### src/rtl/four_bit_subtractor_serial.sv
`default_nettype none
// +----------------------------------------------------------------------------+
// | Module      : four_bit_subtractor_serial                                   |
// | Description : Bit-serial 4-bit unsigned subtractor, LSB first, one bit per |
// |               clock. Diff = {Bout, (A - B - Bin) mod 16}.                  |
// |               Optional macro SUB_OVF_EN adds a signed-overflow output Ovf. |
// | Revision    : 1.0  initial release                                         |
// +----------------------------------------------------------------------------+
module four_bit_subtractor_serial (
  input  logic       clk,
  input  logic       rst_n,
  input  logic       Start,
  input  logic [3:0] A,
  input  logic [3:0] B,
  input  logic       Bin,
  output logic [4:0] Diff,
  output logic       Busy,
  output logic       Done
`ifdef SUB_OVF_EN
  ,
  output logic       Ovf
`endif
);

  typedef enum logic [1:0] {
    S_IDLE  = 2'd0,
    S_SHIFT = 2'd1,
    S_DONE  = 2'd2
  } state_t;

  localparam logic [1:0] c_CNT_LAST = 2'd3;

  state_t     r_state;
  logic [3:0] r_a;        // operands latched at the Start edge
  logic [3:0] r_b;
  logic       r_br;       // running borrow
  logic [1:0] r_cnt;      // index of the bit being processed
  logic [2:0] r_acc;      // lower difference bits, shifted in LSB first

  logic w_a;
  logic w_b;
  logic w_d;
  logic w_br_nxt;

  // One full-subtractor slice on the current bit position
  assign w_a      = r_a[r_cnt];
  assign w_b      = r_b[r_cnt];
  assign w_d      = w_a ^ w_b ^ r_br;
  assign w_br_nxt = (~w_a & w_b) | (~(w_a ^ w_b) & r_br);

  // Control FSM, serial datapath and registered outputs
  always_ff @(posedge clk or negedge rst_n) begin
    if (!rst_n) begin
      r_state <= S_IDLE;
      r_a     <= 4'd0;
      r_b     <= 4'd0;
      r_br    <= 1'b0;
      r_cnt   <= 2'd0;
      r_acc   <= 3'd0;
      Diff    <= 5'd0;
      Busy    <= 1'b0;
      Done    <= 1'b0;
`ifdef SUB_OVF_EN
      Ovf     <= 1'b0;
`endif
    end else begin
      case (r_state)
        S_IDLE: begin
          Done <= 1'b0;
          if (Start) begin
            r_a     <= A;
            r_b     <= B;
            r_br    <= Bin;
            r_cnt   <= 2'd0;
            Busy    <= 1'b1;
            r_state <= S_SHIFT;
          end
        end
        S_SHIFT: begin
          r_br  <= w_br_nxt;
          r_cnt <= r_cnt + 2'd1;
          r_acc <= {w_d, r_acc[2:1]};
          if (r_cnt == c_CNT_LAST) begin
            // Last bit: publish the whole result at once so Diff never shows partials
            Diff    <= {w_br_nxt, w_d, r_acc};
`ifdef SUB_OVF_EN
            Ovf     <= (r_a[3] ^ r_b[3]) & (w_d ^ r_a[3]);
`endif
            Busy    <= 1'b0;
            Done    <= 1'b1;
            r_state <= S_DONE;
          end
        end
        S_DONE: begin
          // Start is deliberately ignored here; always go back through IDLE
          Done    <= 1'b0;
          r_state <= S_IDLE;
        end
        default: begin
          Busy    <= 1'b0;
          Done    <= 1'b0;
          r_state <= S_IDLE;
        end
      endcase
    end
  end

endmodule
`default_nettype wire

### config.mk
export PLATFORM = sky130hd
export DESIGN_NAME = four_bit_subtractor_serial
export DESIGN_NICKNAME = d
export VERILOG_FILES = /design/src/rtl/four_bit_subtractor_serial.sv
export SDC_FILE = /design/constraint.sdc
export NUM_CORES = 1
export LEC_CHECK = 0
export ABC_AREA = 1
export CAP_MARGIN = 20
export CORE_AREA = 2 2 47 53
export DETAILED_ROUTE_END_ITERATION = 8
export DIE_AREA = 0 0 49 55
export DONT_BUFFER_PORTS = 1
export PLACE_DENSITY = 0.74
export SYNTH_ARGS = -nofsm -noshare
export SYNTH_HDL_FRONTEND = slang
export SYNTH_SLANG_ARGS = --single-unit
### constraint.sdc
create_clock -name clk -period 2.18 [get_ports clk]
set_input_delay 0.436 -clock clk [delete_from_list [all_inputs] [get_ports clk]]
set_output_delay 0.436 -clock clk [all_outputs]
set_load 0.02 [all_outputs]
-- Yosys cells after proc, flatten, opt, wreduce, memory -nomap -nowiden
Cells that the tools add are included.
- register bits: 23
- bits in latches: 0
- memory bits (writable): 0
- memory bits (read-only): 0
- input bits: 12
- output and inout port bits: 7
- logic and storage cells: 47
- memories kept: 0
- add/subtract/negate cells: 1
- multiply operators: 0
- divide/modulo/power cells: 0
- $lt $le $gt $ge: 1
- eq/ne operators: 5
- shifts and indexed selects: 0
- multiplexer cells: 16
- bitwise gates (word level): 8
- reductions and logical operators: 7
- operators by type and width (operator ; count):
    2-bit case mux with 2 select lines ; 2
    2-bit AND reduction ; 4
    1-bit two-way mux ; 7
    2-bit two-way mux ; 3
    1-bit binary-select mux with 2-bit select ; 2
    2-bit == test, second input constant ; 2
    2-bit inequality test, second input constant ; 2
    2-bit by 3-bit < comparator with 1-bit output, second input constant ; 1
    1-bit inverter ; 3
    1-bit case mux with 3 select lines ; 1
    3-bit AND reduction ; 1
    2-bit by 1-bit adder with 2-bit output, second input constant ; 1
    1-bit AND ; 2
    2-bit by 1-bit == test with 1-bit output, second input constant ; 1
    2-bit logical NOT ; 1
    1-bit case mux with 2 select lines ; 1
    2-bit nonzero test ; 1
    1-bit bitwise XOR ; 2
    1-bit bitwise OR ; 1

-- Logic depth before layout (Yosys ltp)
Gate-level depths: netlist of the first run.
- depth in word-level cells: 7
- mapped depth: 10
- gate-level depth less buffers: 9

-- Worst setup path before layout of the first run
Ideal clock, no wire load.
- path type: reg2reg
- start: register r_cnt[0]
- end: register Diff[3]
- library setup time: 0.117 ns
- data arrival time: 1.363 ns
- data required time: 2.063 ns
- setup slack: 0.700 ns
- stages on the path, launching flop included: 7
- buffers on the path: 1
- clock period less this slack: 1.480 ns
- cell sequence: dfrtp_1 > clkbuf_2 > o211ai_1 > nand2_1 > fa_1 > nand2_1 > nand2_1
- longest elaborated chain between the ends: 4
- elaborated cells on any way between the ends: 8
- classes of those cells: 1 x eq/ne; 4 x mux; 2 x bitwise; 1 x reduce/logical
- ends and longest elaborated chain (what ; RTL line ; source):
    from (decl) ; 37 ; logic [1:0] r_cnt;
    from (signal assigned) ; 81 ; r_cnt <= r_cnt + 2'd1;
    1-bit binary-select mux with 2-bit select (on tied branches) ; 46, 47 ;
    1-bit two-way mux (on tied branches) ; 46, 47 ;
    1-bit bitwise XOR * (2 in a row) ; 48 ; assign w_d = w_a ^ w_b ^ r_br;
    via w_d ; 42 ; logic w_d;
    to (signal assigned) ; 85 ; Diff <= {w_br_nxt, w_d, r_acc};
    to (decl) ; 16 ; output logic [4:0] Diff,
The timed path passes the listed nets; every way through them passes the cells marked *. The select of a mux whose other input is x is not followed.
A chain may end at the register's enable or synchronous reset.

-- Final worst setup path of the first run
- start: register r_cnt[0]
- end: register r_acc[2]
- longest elaborated chain between the ends: 4
- elaborated cells on any way between the ends: 6
- classes of those cells: 4 x mux; 2 x bitwise
- ends and longest elaborated chain (what ; RTL line ; source):
    1-bit binary-select mux with 2-bit select (on tied branches) ; 46, 47 ;
    1-bit two-way mux (on tied branches) ; 46, 47 ;
    1-bit bitwise XOR * (2 in a row) ; 48 ;
    via w_d ; 42 ;
    to (signal assigned) ; 82 ; r_acc <= {w_d, r_acc[2:1]};
    to (decl) ; 38 ; logic [2:0] r_acc;
Marks and branches as above.

==> flow_summary.toml, run 1 <==
[status]
status = "finished clean"

[sta]
final.setup.tns_ns = 0
grt_setup_unrepaired = "no"
slew_headroom_pct = 68.4
clock_skew_ns = 0.00333
final.period_utilization_pct = 71.1
max_slew.worst_pin.slew_ns = 0.473
fmaxAchievable_mhz = 645
hold_viol = 0
worst_slack_ns = 0.630
slew_viol_final = 0
timing.final.crit_period_ns = 1.55
setup_viol = 0

[yosys]
yosysSeqAreaShare_pct = 55.3
synthesis.area_per_instance_um2 = 8.75
number_of_distinct_library_cells_after_synthesis = 16
top_cells_by_area_in_the_synthesized_netlist = "sky130_fd_sc_hd__dfrtp_1, sky130_fd_sc_hd__nand2_1, sky130_fd_sc_hd__nand3_1"
yosys_warnings = 0
syn-instance-count = 119
synthesized_nets = 133
synth-seq-cells = 23
synth_largest_area_cell = "sky130_fd_sc_hd__dfrtp_1"
netlist_area_um2 = 1040
synth_largest_type_area_fraction_pct = 55.3

[worst_setup_path]
crit_fanout = 9
r2r.worst_path.cells = 8
cp.arrival_ns = 1.81
worstSetupStartpointType = "flip-flop"
path_cells = "inv_1 -> nand2_1 -> nand2_1 -> nand2_1 -> nand2_1 -> fa_1 -> nand2_1 -> nand2_1"
cp_data_required_time_ns = 2.44
critical-path-max-stage-delay_ns = 0.56
crit_path_top_delay_cell = "sky130_fd_sc_hd__fa_1"
timing.setup.critical_path_class = "flip-flop to flip-flop"
worst_setup_path_end_kind = "flip-flop"
path_common_cell = "sky130_fd_sc_hd__nand2_1"

[global_route]
combined_global_route_utilization_of_all_metal_layers_pct = 17.0
antenna_found_initial = 0
grt_pass1_vias = 767
grt_first_pass_wirelength_um = 3280
globalRoute.totalOverflow = 0
grt_start_max_net_pins = 24

[detailed_routing]
ant_nets = 0
totalWireLength_um = 1800
route.detailed.wl_per_inst_um = 11.8
via_count_of_the_routed_design = 749
drt_drc_violations_left = 0
drt_first_iter_violations = 11
drt_pre_antenna_iters = 4
drt-vias-per-instance = 4.90

[floorplan]
core.rowCount = 18
die_y_um = 55
initial_cell_density_of_the_core_pct = 47.7
core-area_um2 = 2180
design.die.area_um2 = 2700
dieWidth_um = 49
num_ports = 19

[final_layout]
area.sequential_um2 = 576
multi_input_comb_area_um2 = 409
layout.core_utilization_pct = 51.3
antenna_cells = 0
drive_above_1_share_pct = 9.76
mostFrequentLayoutCell = "sky130_fd_sc_hd__nand2_1"
flow.area_growth_from_synthesis_pct = 7.57
fill_cells = 226
mostFrequentLayoutCells = "sky130_fd_sc_hd__nand2_1, sky130_fd_sc_hd__dfrtp_1, sky130_fd_sc_hd__nand3_1"
numnets_final = 138

[clock_tree]
cts_tree = "done"
post_cts.resized_instances = 0
cts-root-buf = "sky130_fd_sc_hd__clkbuf_4"
tritoncts_num_sinks = 23
cts_made_buffers = 3
cts.hold.buffers_added = 1
cts.repair_timing.setup_buffer_count = 0
clock_tree.htree_level_count = 1
cts-root-to-sink-buffers = 2
clk_transition_reported_paths_ns = 0.12
clkLatencyLatePin_ns = 0.31

[worst_hold_path]
hold_depth = 2
worst_hold_path_type = "input pin to flip-flop"

[place]
finalWeightedCongestion = 0.834
dp_hpwl_um = 1350
portBuffers = 0
pre_cts_slack_ns = 0.644

[power_and_ir_drop]
worst_ir_drop_vdd_mv = 0.630
leakagePower_nw = 0.601
power.density_nw_per_um2 = 1520
total_power_mw = 1.70

[job]
max-cap-violations = 0
==> cells in the mapped netlist <==
master and n:
sky130_fd_sc_hd__nand2_1 55, sky130_fd_sc_hd__inv_6 1, sky130_fd_sc_hd__o21ai_0 6, sky130_fd_sc_hd__o211ai_1 1
sky130_fd_sc_hd__clkbuf_2 1, sky130_fd_sc_hd__nor2_8 1, sky130_fd_sc_hd__inv_2 2, sky130_fd_sc_hd__nor2_1 2
sky130_fd_sc_hd__dfrtp_1 23, sky130_fd_sc_hd__fa_1 1, sky130_fd_sc_hd__nor2_4 1, sky130_fd_sc_hd__inv_1 8
sky130_fd_sc_hd__buf_2 1, sky130_fd_sc_hd__nand2_4 3, sky130_fd_sc_hd__nand3_1 12, sky130_fd_sc_hd__ha_1 1
==> report_power, final <==
group,internal (mW),switching (mW),leakage [nW]
Clock,0.0716,0.123,0.0150
Combinational,0.240,0.415,0.300
Sequential,0.627,0.226,0.286
==> metrics by stage <==
step                      cells  instance area, um^2  hold slack (ns)
after floorplan             119                 1040            0.140
final                       153                 1120            0.248
after global placement      147                 1070            0.141
after CTS                   152                 1100            0.234
after detailed placement    147                 1070            0.141
after global routing        153                 1120            0.247
==> worst max-delay path, delay by kind of cell (launching register included) <==
kind                     cells  cell delay, ns
adder cells (fa/ha/maj)      1            0.56
AND/OR/NAND/NOR              6            0.36
flip-flops                   1            0.49
buffers and inverters        1            0.10
==> cells by family (layout without fill, tap and decap cells) <==
group                      count (synthesis)  in the layout  share of synthesized area (%)
and+or+nand+nor                           74             74                           32.6
DFF                                       23             23                           55.3
buffers and inverters                     13             17                           5.41
AOI/OAI and AO/OA                          7              7                           3.61
adders and majority gates                  2              2                           3.12
==> registers in the layout, indices dropped and copies added, names as in the netlist <==
| signal | count |
|---|---|
| r_cnt | 2 |
| r_state | 2 |
| r_br | 1 |
| Busy | 1 |
| r_b | 4 |
| Diff | 5 |
| r_acc | 3 |
| r_a | 4 |
| Done | 1 |
==> per-layer routing <==
| metal | wire, um | global-route usage, % |
|---|---|---|
| met1 | 765 | 16.1 |
| met3 | 83 | 3.76 |
| met2 | 923 | 33.8 |
| met4 | 30 | 11.4 |
| met5 | 0 | 0 |
==> worst paths after layout <==
| check | start | end | slack [ns] |
|---|---|---|---|
| min | A[3] | r_a[3]$_DFFE_PN0P_ | 0.25 |
| max in group asynchronous | rst_n | r_a[2]$_DFFE_PN0P_ | 1.23 |
| max reg2reg | r_cnt[0]$_DFFE_PN0P_ | r_acc[2]$_DFFE_PN0P_ | 0.63 |
| min reg2reg | r_b[2]$_DFFE_PN0P_ | r_b[2]$_DFFE_PN0P_ | 0.49 |
| max | r_cnt[0]$_DFFE_PN0P_ | r_acc[2]$_DFFE_PN0P_ | 0.63 |
| min in group asynchronous | rst_n | Diff[0]$_DFFE_PN0P_ | 0.50 |
==> area by class of cell <==
cell class	count	share of cell area (%)
multi-input cells	83	36.5
clock buffers	4	2.35
flip-flops and latches	23	51.4
well taps	30	3.35
inverters	11	4.13
repair buffers	2	2.23
No activity file was read; power rests on OpenSTA's default activity.
==> run 2, diff against run 1 <==
==> constraint.sdc (replaced) <==
create_clock -name clk -period 1.6 [get_ports clk]
set_input_delay 0.32 -clock clk [delete_from_list [all_inputs] [get_ports clk]]
set_output_delay 0.32 -clock clk [all_outputs]
set_load 0.02 [all_outputs]
==> run 2 against run 1 <==
Compared with the run above:
- first-iteration DRC count shrank 27%
- sequential share of layout area shrank 0.29 points
- largest cell class unchanged
- worst setup slack lost 0.50 ns
- design area grew 0.78%
- critical path depth shrank 1
- die area is the same
==> flow_summary.toml, run 2 (synthesized netlist as in run 1, its figures left out) <==
[status]
status = "finished clean"

[clock_tree]
cts-root-to-sink-buffers = 2
clk_transition_reported_paths_ns = 0.12
cts-root-buf = "sky130_fd_sc_hd__clkbuf_4"
clkLatencyLatePin_ns = 0.31
tritoncts_num_sinks = 23
cts_made_buffers = 3
clock_tree.htree_level_count = 1
cts_tree = "done"

[final_layout]
top_register = "Diff"
top_regs = "Diff (5), r_a (4), r_b (4)"
largest_reg_flops = 5
mostFrequentLayoutCell = "sky130_fd_sc_hd__nand2_1"
fill_cells = 225
antenna_cells = 0
flow.area_growth_from_synthesis_pct = 8.41
drive_above_1_share_pct = 11.3
mostFrequentLayoutCells = "sky130_fd_sc_hd__nand2_1, sky130_fd_sc_hd__dfrtp_1, sky130_fd_sc_hd__nand3_1"
numnets_final = 139
post_layout_nonfiller_instances = 154

[worst_setup_path]
timing.rr.end = "r_acc[2]$_DFFE_PN0P_"
crit_fanout = 8
regToRegStartpoint = "r_cnt[0]$_DFFE_PN0P_"
total_buffers_and_inverters_traversed_by_the_critical_path = 1
path_cells = "inv_1 -> nand2_1 -> nand3_1 -> nand2_1 -> fa_1 -> nand2_1 -> nand2_1"
r2r.worst_path.cells = 7
critical-path-max-stage-delay_ns = 0.47
worstSetupStartpointType = "flip-flop"
timing.setup.critical_path_class = "flip-flop to flip-flop"
timing.critical_path.from = "r_cnt[0]$_DFFE_PN0P_"
cp_top_family = "flip-flops"
worst_setup_path_end_kind = "flip-flop"
path_common_cell = "sky130_fd_sc_hd__nand2_1"
cp.arrival_ns = 1.68
cp_data_required_time_ns = 1.81
crit_path_top_delay_cell = "sky130_fd_sc_hd__dfrtp_2"
reg2reg_setup_slack_ns = 0.13

[floorplan]
dieWidth_um = 49
die_y_um = 55
core.rowCount = 18
initial_cell_density_of_the_core_pct = 47.7
core-area_um2 = 2180
design.die.area_um2 = 2700
num_ports = 19

[sta]
fmaxAchievable_mhz = 681
clock_skew_ns = 0.00331
final.setup.tns_ns = 0
max_slew.worst_pin.slew_ns = 0.473
hold_viol = 0
worst_slack_ns = 0.131
slew_headroom_pct = 68.4
grt_setup_unrepaired = "no"
slew_viol_final = 0
final.period_utilization_pct = 91.8
setup_viol = 0
timing.final.crit_period_ns = 1.47

[global_route]
combined_global_route_utilization_of_all_metal_layers_pct = 17.0
grt_pass1_vias = 767
grt_first_pass_wirelength_um = 3280
globalRoute.totalOverflow = 0
grt_start_max_net_pins = 24
antenna_found_initial = 0

[detailed_routing]
route.detailed.wl_per_inst_um = 11.9
drt_drc_violations_left = 0
drt_first_iter_violations = 8
drt-vias-per-instance = 4.92
drt_pre_antenna_iters = 4
via_count_of_the_routed_design = 757
totalWireLength_um = 1830
ant_nets = 0

[job]
max-cap-violations = 0

[power_and_ir_drop]
total_power_mw = 2.34
worst_ir_drop_vdd_mv = 0.863
leakagePower_nw = 0.605
power.density_nw_per_um2 = 2070

[worst_hold_path]
worst_hold_path_type = "input pin to flip-flop"
min-delay-start = "A[3]"
hold_depth = 2
worst_hold_path.endpoint = "r_a[3]$_DFFE_PN0P_"

[place]
placedCellCount = 147
dp_hpwl_um = 1350
portBuffers = 0
pre_cts_slack_ns = 0.0640
finalWeightedCongestion = 0.834
run 2: final cells by class:
class	count	area (um^2)	share of cell area [%]
Tap cell	30	37.5	3.33
Sequential cell	23	577	51.1
Clock buffer	4	26.3	2.33
Multi-Input combinational cell	83	409	36.3
Timing Repair Buffer	3	32.5	2.88
Inverter	11	46.3	4.10
run 2: how the worst max path moves through the flow:
stage	slack [ns]	depth (start not counted)	to
final	0.13	7	r_acc[2]$_DFFE_PN0P_
after global routing	0.02	8	r_acc[2]$_DFFE_PN0P_
after CTS	0.04	8	r_acc[2]$_DFFE_PN0P_
after detailed placement	0.06	8	r_acc[2]$_DFFE_PN0P_
after global placement	0.12	8	Diff[3]$_DFFE_PN0P_
after floorplan	0.12	6	Diff[3]$_DFFE_PN0P_
run 2: timing repair:
action / in CTS / in global routing
setup endpoints to repair: 0 / 4
gates resized for setup: 0 / 1
setup buffers: 0 / 1
hold buffers: 1 / 0
endpoints found under the hold margin: 23 / 0
run 2: metrics by stage:
step | cell area (um^2) | hold slack [ns] | utilization (%)
floorplan | 1040 | 0.0244 | -
global placement | 1070 | 0.0250 | 48.9
detailed placement | 1070 | 0.0249 | 48.9
CTS | 1100 | 0.118 | 50.6
global route | 1130 | 0.131 | 51.7
finish | 1130 | 0.132 | 51.7
run 2: routing by layer:
layer	part of all wire [%]	track usage, %
met5	0	0
met2	51	33.8
met1	42	16.1
met3	5.1	3.76
met4	1.6	11.4
run 2: power breakdown:
| group | switching, mW | internal, mW |
|---|---|---|
| logic | 0.570 | 0.341 |
| registers | 0.307 | 0.857 |
| clock network | 0.167 | 0.0975 |
==> run 3, diff against run 2 <==
--- a/config.mk
+++ b/config.mk
@@ -11,6 +11,8 @@
 export DETAILED_ROUTE_END_ITERATION = 8
 export DIE_AREA = 0 0 49 55
 export DONT_BUFFER_PORTS = 1
+export GPL_TIMING_DRIVEN = 0
+export HOLD_SLACK_MARGIN = 0.05
 export PLACE_DENSITY = 0.74
 export SYNTH_ARGS = -nofsm -noshare
 export SYNTH_HDL_FRONTEND = slang
==> constraint.sdc (replaced) <==
create_clock -name clk -period 1.8 [get_ports clk]
set_input_delay 0.36 -clock clk [delete_from_list [all_inputs] [get_ports clk]]
set_output_delay 0.36 -clock clk [all_outputs]
set_load 0.02 [all_outputs]
==> run 3 against run 2 <==
Compared with the run above:
- die area is the same
- critical path depth grew 2
- routed wire length shrank 6.5%
- critical path type unchanged
- critical endpoint is now Diff[3]$_DFFE_PN0P_
- highest routed layer unchanged
==> flow_summary.toml, run 3 (synthesized netlist as in run 1, its figures left out) <==
[clock_tree]
cts-root-to-sink-buffers = 2
cts.hold.buffers_added = 1
cts_tree = "done"
tritoncts_num_sinks = 23
clock_tree.htree_level_count = 1
post_cts.resized_instances = 0
clkLatencyLatePin_ns = 0.31
clk_transition_reported_paths_ns = 0.12
cts-root-buf = "sky130_fd_sc_hd__clkbuf_4"
cts.repair_timing.setup_buffer_count = 0
cts_made_buffers = 3

[floorplan]
num_ports = 19
die_y_um = 55
dieWidth_um = 49
core.rowCount = 18
design.die.area_um2 = 2700
core-area_um2 = 2180
initial_cell_density_of_the_core_pct = 47.7

[sta]
grt_setup_unrepaired = "no"
final.period_utilization_pct = 88.7
slew_viol_final = 0
timing.final.crit_period_ns = 1.60
setup_viol = 0
hold_viol = 0
slew_headroom_pct = 61.6
clock_skew_ns = 0.00260
fmaxAchievable_mhz = 626
max_slew.worst_pin.slew_ns = 0.574
final.setup.tns_ns = 0

[detailed_routing]
route.detailed.wl_per_inst_um = 11.0
drt_drc_violations_left = 0
drt-vias-per-instance = 4.69
drt_pre_antenna_iters = 4
ant_nets = 0
drt_first_iter_violations = 7
totalWireLength_um = 1710
via_count_of_the_routed_design = 727

[final_layout]
drive_above_1_share_pct = 11.2
mostFrequentLayoutCell = "sky130_fd_sc_hd__nand2_1"
numnets_final = 140
largest_reg_flops = 5
finish.instance_area_um2 = 1130
flow.area_growth_from_synthesis_pct = 8.53
fill_cells = 233
top_register = "Diff"
top_regs = "Diff (5), r_a (4), r_b (4)"
antenna_cells = 0
mostFrequentLayoutCells = "sky130_fd_sc_hd__nand2_1, sky130_fd_sc_hd__dfrtp_1, sky130_fd_sc_hd__nand3_1"
multi_input_comb_area_um2 = 409
area.sequential_um2 = 576

[global_route]
grt_first_pass_wirelength_um = 2950
combined_global_route_utilization_of_all_metal_layers_pct = 15.2
grt_pass1_vias = 705
antenna_found_initial = 0
grt_start_max_net_pins = 24
globalRoute.totalOverflow = 0

[worst_setup_path]
timing.setup.critical_path_class = "flip-flop to flip-flop"
worstSetupStartpointType = "flip-flop"
cp.arrival_ns = 1.86
cp_data_required_time_ns = 2.06
worst_setup_path_end_kind = "flip-flop"
crit_fanout = 8

[power_and_ir_drop]
power.density_nw_per_um2 = 1820
leakagePower_nw = 0.609
worst_ir_drop_vdd_mv = 0.885

[place]
finalWeightedCongestion = 0.858
portBuffers = 0
dp_hpwl_um = 1270
detailed_place.area_um2 = 1080

[worst_hold_path]
worst_hold_path_type = "input pin to flip-flop"

[job]
max-cap-violations = 0

[status]
status = "finished clean"
==> run 3: area by class of cell <==
cell class	count	share of cell area (%)
Clock buffer	4	2.33
Tap cell	30	3.32
Inverter	11	4.10
Sequential cell	23	50.9
Multi-Input combinational cell	83	36.2
Timing Repair Buffer	2	2.21
Buffer	2	0.886
==> run 3: final timing paths <==
kind	from	to	slack, ns	depth (start not counted)
min in group asynchronous	rst_n	r_cnt[0]$_DFFE_PN0P_	0.47	1
min reg2reg	r_a[2]$_DFFE_PN0P_	r_a[2]$_DFFE_PN0P_	0.48	2
max	r_cnt[0]$_DFFE_PN0P_	Diff[3]$_DFFE_PN0P_	0.20	9
max reg2reg	r_cnt[0]$_DFFE_PN0P_	Diff[3]$_DFFE_PN0P_	0.20	9
max in group asynchronous	rst_n	r_br$_DFFE_PN0P_	0.86	2
min	A[1]	r_a[1]$_DFFE_PN0P_	0.17	2
==> run 3: stage by stage <==
stage	utilization, %	hold slack (ns)	std cells	total power, mW	setup WS (ns)
2_1_floorplan	-	0.0644	119	1.67	0.320
3_3_place_gp	49.4	0.0650	149	1.79	0.241
5_1_grt	51.7	0.171	155	2.28	0.0634
3_5_place_dp	49.4	0.0649	149	1.84	0.214
4_1_cts	51.0	0.165	154	2.09	0.191
6_report	51.7	0.175	155	2.05	0.203
==> run 3: critical path: stages, from the launching register on <==
cell	delay, ns
sky130_fd_sc_hd__dfrtp_1	0.38
sky130_fd_sc_hd__clkbuf_2	0.18
sky130_fd_sc_hd__inv_1	0.08
sky130_fd_sc_hd__nand2_1	0.06
sky130_fd_sc_hd__nand2_1	0.04
sky130_fd_sc_hd__nand2_1	0.05
sky130_fd_sc_hd__nand2_1	0.07
sky130_fd_sc_hd__fa_1	0.56
sky130_fd_sc_hd__nand2_1	0.05
sky130_fd_sc_hd__nand2_1	0.06
==> run 3: layer usage <==
| metal | vias to the layer above | part of all wire, % | global-route usage (%) |
|---|---|---|---|
| met5 | - | 0 | 0 |
| met4 | 0 | 2.5 | 8.57 |
| met3 | 5 | 4.2 | 2.42 |
| met2 | 17 | 50 | 28.8 |
| met1 | 322 | 43 | 16.7 |
| li1 | 383 | - | - |
==> run 3: report_power, final <==
part | switching, mW | leakage, nW | internal, mW
Sequential | 0.249 | 0.286 | 0.759
Clock | 0.150 | 0.0150 | 0.0866
Combinational | 0.509 | 0.308 | 0.298
Total | 0.908 | 0.609 | 1.14
